<file path="config.mk">
export PLATFORM = sky130hd
export DESIGN_NAME = drbg_word_serializer
export DESIGN_NICKNAME = d
export VERILOG_FILES = /design/src/rtl/drbg_word_serializer.sv
export SDC_FILE = /design/constraint.sdc
export NUM_CORES = 1
export LEC_CHECK = 0
export CORE_ASPECT_RATIO = 2
export CORE_MARGIN = 8
export CORE_UTILIZATION = 55
export CTS_CLUSTER_DIAMETER = 30
export DETAILED_ROUTE_END_ITERATION = 10
export PLACE_DENSITY = 0.8
export SYNTH_ARGS = -nofsm -noshare
export SYNTH_HDL_FRONTEND = slang
export SYNTH_SLANG_ARGS = --single-unit
</file>
<file path="constraint.sdc">
create_clock -name clk -period 52.9 [get_ports clk]
set_input_delay 10.58 -clock clk [delete_from_list [all_inputs] [get_ports clk]]
set_output_delay 10.58 -clock clk [all_outputs]
set_load 0.02 [all_outputs]
</file>
<file path="src/rtl/drbg_word_serializer.sv">
// DRBG word buffer and chunk serialiser feeding the scrambler key path.
// Words are split into OUT-bit chunks, popped per video line or by handshake.
module drbg_word_serializer #(
    parameter int DATA_WIDTH_IN  = 256,
    parameter int DATA_WIDTH_OUT = 8,
    parameter int DEPTH          = 2,
    parameter bit MSB_FIRST      = 1'b1
) (
    input  logic                         clk,
    input  logic                         reset,
    input  logic                         H,
    input  logic                         V,
    input  logic                         line_mode,
    input  logic [DATA_WIDTH_IN-1:0]     data_in,
    input  logic                         data_in_valid,
    input  logic                         generator_busy,
    output logic                         need_next,
    output logic [DATA_WIDTH_OUT-1:0]    data_out,
    output logic                         data_out_valid,
    input  logic                         data_out_ready,
    output logic [$clog2(DEPTH+1)-1:0]   level,
    output logic                         overflow,
    output logic                         underflow
);

    localparam int SLICES = DATA_WIDTH_IN / DATA_WIDTH_OUT;
    localparam int SW     = $clog2(SLICES);
    localparam int AW     = (DEPTH > 1) ? $clog2(DEPTH) : 1;
    localparam int LW     = $clog2(DEPTH + 1);

    localparam logic [SW-1:0] LAST_SLICE = SW'(SLICES - 1);
    localparam logic [LW-1:0] FULL       = LW'(DEPTH);

    logic [DATA_WIDTH_IN-1:0]  mem [DEPTH];
    logic [AW-1:0]             rd_ptr;
    logic [AW-1:0]             wr_ptr;
    logic [SW-1:0]             slice_ptr;
    logic                      prev_h;
    logic                      prev_v;
    logic                      outstanding;
    logic                      discard;

    logic                      v_rise;
    logic                      line_strobe;
    logic                      pop;
    logic                      last_pop;
    logic                      has_room;
    logic                      accept;
    logic                      push;
    logic                      drop;
    logic                      req;
    logic [LW:0]               pending;
    logic [DATA_WIDTH_IN-1:0]  head;
    logic [DATA_WIDTH_OUT-1:0] slices [SLICES];

    function automatic logic [AW-1:0] ptr_inc(input logic [AW-1:0] p);
        return (DEPTH == 1) ? '0 : p + 1'b1;
    endfunction

    always_comb begin
        v_rise         = V & ~prev_v;
        line_strobe    = H & ~prev_h & ~V;
        data_out_valid = (level != '0);
        // A frame flush cancels any same-cycle pop and push.
        pop      = data_out_valid & ~v_rise
                 & (line_mode ? line_strobe : data_out_ready);
        last_pop = pop & (slice_ptr == LAST_SLICE);
        has_room = (level < FULL) | last_pop;
        accept   = data_in_valid & ~discard & ~v_rise;
        push     = accept & has_room;
        drop     = accept & ~has_room;
        pending  = {1'b0, level} + {{LW{1'b0}}, outstanding};
        req      = ~reset & ~outstanding & ~generator_busy & ~v_rise
                 & (pending < {1'b0, FULL});
        need_next = req;
    end

    always_comb begin
        head = mem[rd_ptr];
        for (int i = 0; i < SLICES; i++) begin
            if (MSB_FIRST)
                slices[i] = head[DATA_WIDTH_IN-1-i*DATA_WIDTH_OUT -: DATA_WIDTH_OUT];
            else
                slices[i] = head[i*DATA_WIDTH_OUT +: DATA_WIDTH_OUT];
        end
        data_out = data_out_valid ? slices[slice_ptr] : '0;
    end

    always_ff @(posedge clk) begin
        if (push) begin
            mem[wr_ptr] <= data_in;
        end
    end

    always_ff @(posedge clk or posedge reset) begin
        if (reset) begin
            rd_ptr      <= '0;
            wr_ptr      <= '0;
            slice_ptr   <= '0;
            level       <= '0;
            prev_h      <= 1'b0;
            prev_v      <= 1'b0;
            outstanding <= 1'b0;
            discard     <= 1'b0;
            overflow    <= 1'b0;
            underflow   <= 1'b0;
        end else begin
            prev_h <= H;
            prev_v <= V;
            if (v_rise) begin
                rd_ptr    <= '0;
                wr_ptr    <= '0;
                slice_ptr <= '0;
                level     <= '0;
                // A request still in flight belongs to the old frame.
                discard     <= outstanding & ~data_in_valid;
                outstanding <= outstanding & ~data_in_valid;
            end else begin
                if (push) begin
                    wr_ptr <= ptr_inc(wr_ptr);
                end
                if (last_pop) begin
                    slice_ptr <= '0;
                    rd_ptr    <= ptr_inc(rd_ptr);
                end else if (pop) begin
                    slice_ptr <= slice_ptr + 1'b1;
                end
                unique case ({push, last_pop})
                    2'b10:   level <= level + 1'b1;
                    2'b01:   level <= level - 1'b1;
                    default: level <= level;
                endcase
                if (data_in_valid & discard) begin
                    discard <= 1'b0;
                end
                if (req) begin
                    outstanding <= 1'b1;
                end else if (data_in_valid) begin
                    outstanding <= 1'b0;
                end
                if (drop) begin
                    overflow <= 1'b1;
                end
                if (line_mode & line_strobe & ~data_out_valid) begin
                    underflow <= 1'b1;
                end
            end
        end
    end

endmodule
</file>
==> key figures <==
STA
  • Max Slew Vio Count: 0
  • Setup TNS: 0 ns
  • Final Skew: 0.0252 ns
  • Fin. Hold Viols: 0
  • Fmax achieved: 0.0432 GHz
  • Relative slew slack: 27.5%
  • Final worst path period share: 43.7%
  • Slew @ Worst Pin: roughly 1.1 ns
  • Final setup viols: 0
  • Tmin final: 23.14 ns
  • RSZ-0062 raised after global routing: false

Worst setup path
  • Arr. time, crit path: 12.56 ns
  • Worst reg-to-reg setup slack: around 48 ns
  • FF-to-FF End: mem[1][32]$_DFFE_PP_
  • CP Max Fanout: 13
  • Slowest stage delay, CP: 0.75 ns
  • R2r startpoint: slice_ptr[0]$_DFFE_PP0P_
  • Worst r2r path cells: 8
  • Crit-path slowest cell: nor2b_1
  • Kind of critical path: in -> out
  • Worst EP required: between 40 and 50 ns
  • Crit-path cells: clkdlybuf4s50_1 > nor2b_1 > nor2_1 > clkdlybuf4s50_1
  • Nature of the critical path endpoint: output port
  • CP startpoint kind: input pin
  • Most frequent CP cell: clkdlybuf4s50_1

Drt
  • Post-Route WL: 47000 um
  • 1st-iter DRT viols: 766
  • Number of remaining DRC errors: 0
  • TritonRoute pass-1 iters: 5
  • Final ANT Viol Nets: 0
  • Vias: 10400
  • Vias per cell: 5.99
  • Routed length per instance: 27.1 um

Placed design
  • Dpl cells: 1632
  • Hpwl dp: 32200 um
  • Count of port buffers added during placement: 277
  • Gpl congestion: 0.784

Global routing
  • Largest net degree at the start of global routing: 182
  • Global route overflow: 0
  • Initial antenna violation count: 14
  • Gr usage total: a little over a fifth
  • Vias in the first global route: 11395
  • Global-route wire length before repair: 69100 um

Clocking
  • Clock Path Buffers: 3
  • CTS tree: built
  • Hold buffers post-CTS: 0
  • CTS Sinks: 527
  • H-tree Lvls: 2
  • Clock-pin slew on the worst setup and hold paths: about 0.05 ns
  • Root buffer cell: clkbuf_16
  • # Post-CTS Setup Buffers: 0
  • Post-CTS Resized: 0
  • Clk_lat worst skew: 0.57 ns
  • CTS Buf Count: 49

Cells and area
  • Final Core Density: around 69%
  • Fin nets: around 1500
  • # fillers: 2319
  • Non-Filler Instances: roughly 1700
  • Most common cell after layout, fill and taps aside: edfxtp_1
  • Layout area overhead: 24.4%
  • Most frequent cells in the layout: edfxtp_1 (512), clkdlybuf4s50_1 (277), mux4_2 (90), clkbuf_16 (51), mux2i_1 (32)
  • Layout cells sized above 1: 17.5%

Die
  • Core footprint: 36400 sq um
  • Ports: between 200 and 300
  • Die height: 287 um
  • Initial Utilization: 55.6%
  • Die area: 43600 sq um
  • Die Wd: 152 um
  • Rows: 99

Outcome
  • Status: complete, no violations

Logic synthesis
  • Synth warnings: 0
  • Synth async-reset ratio: 2.85%
  • Top_reg_cell synth: edfxtp_1
  • Mapped Cells: 941
  • Sequential cell area fraction in the yosys report: about 78%
  • Synth Cell Area: 20200 sq um
  • EDFF count, synth: between 500 and 600
  • Post-Syn Nets: 1207
  • Yosys reg bits: between 500 and 600
  • Syn_area_per_cell: approximately 22 sq um
  • Netlist cell types: 41

Min path
  • Hold path depth: 1
  • Worst min path class: reg -> reg
  • Worst hold endpoint: overflow$_DFFE_PP0P_
  • Worst Hold Launch: overflow$_DFFE_PP0P_

Pwr
  • Power, Total: 1.10 mW
  • Worst vdd ir: 0.0359 mV
  • Cell Pwr Density: approximately 44 nW/um^2
  • Leak: around 8.0 nW

Job
  • Max_cap viols: 0
synthesized netlist by cell type (all sizes together), types with 2 or more instances:
| cell type | count | area (sq um) |
|---|---|---|
| edfxtp | 512 | 15400 |
| mux4 | 96 | 2180 |
| buf | 34 | 241 |
| mux2 | 32 | 360 |
| mux2i | 32 | 320 |
| a21oi | 24 | 120 |
| a22oi | 24 | 180 |
| nand2 | 23 | 86.3 |
| clkbuf | 20 | 75.1 |
| a221oi | 16 | 146 |
| a22o | 16 | 140 |
| o221ai | 16 | 140 |
| dfrtp | 15 | 375 |
| nand3 | 11 | 55.1 |
| nor2 | 10 | 37.5 |
| a211oi | 9 | 67.6 |
| a31oi | 9 | 56.3 |
| inv | 6 | 22.5 |
| nor2b | 5 | 31.3 |
| o21ai | 5 | 25.0 |
| nand2b | 3 | 18.8 |
| a2111oi | 2 | 17.5 |
| a21o | 2 | 15.0 |
| a41o | 2 | 20.0 |
| and2 | 2 | 12.5 |
| ha | 2 | 25.0 |
| nor3 | 2 | 10.0 |
| o22ai | 2 | 12.5 |
| or4 | 2 | 15.0 |
| xnor2 | 2 | 17.5 |
final cells by class:
class	instances	area (sq um)	area share, %
Tap cell	454	568	2.26
Timing Repair Buffer	291	2900	11.5
Sequential cell	527	15800	62.6
Clock buffer	55	1290	5.13
Antenna cell	13	32.5	0.129
Inverter	6	22.5	0.0894
Clock inverter	36	419	1.66
Multi-Input combinational cell	354	4190	16.6
sequential cells by signal, indices dropped and copies added (netlist names):
register / flops
mem: 512
slice_ptr: 5
level: 2
discard: 1
outstanding: 1
overflow: 1
prev_h: 1
prev_v: 1
rd_ptr: 1
underflow: 1
wr_ptr: 1
critical path: cells and delay by family:
kind,cells,cell delay [ns]
buffers and inverters,2,1.11
AND/OR/NAND/NOR,2,0.86
metal layers:
metal  part of all wire, %  up-vias  track usage, %
met5                 0.049        -               0
met4                   4.7        4            11.6
met3                   6.3      100            3.97
met2                    55      388            38.6
met1                    34     5315            24.1
li1                      -     4593               -
kinds of logic after synthesis:
group	after synthesis	synth area share, %
AND/OR/NAND/NOR	62	1.49
AO/OA/AOI/OAI	128	4.69
flip-flops	527	77.8
XOR/XNOR	2	0.0865
buffers and inverters	60	1.67
multiplexers	160	14.2
adder cells (fa/ha/maj)	2	0.124
how the worst max path moves through the flow:
stage / startpoint / to / slack [ns] / cells after the start
4_1_cts: V / need_next / 29.76 / 4
2_1_floorplan: V / mem[0][0]$_DFFE_PP_ / 0.36 / 3
3_5_place_dp: V / need_next / 29.75 / 4
6_report: V / need_next / 29.76 / 4
3_3_place_gp: V / need_next / 29.78 / 4
5_1_grt: V / need_next / 29.62 / 4
through the flow:
stage,hold WS (ns),instance area [sq um],worst slack (ns)
global route,0.504,25200,29.62
detailed placement,0.458,23400,29.75
global placement,0.455,23400,29.78
floorplan,0.501,20200,0.357
CTS,0.471,25200,29.76
finish,0.471,25200,29.76
power by group:
part           total, mW  switching (mW)  internal, mW
clock              0.365           0.155         0.210
sequential         0.551          0.0219         0.529
combinational      0.185           0.107        0.0784
total               1.10           0.283         0.818
Power figures use the tool's default switching activity.
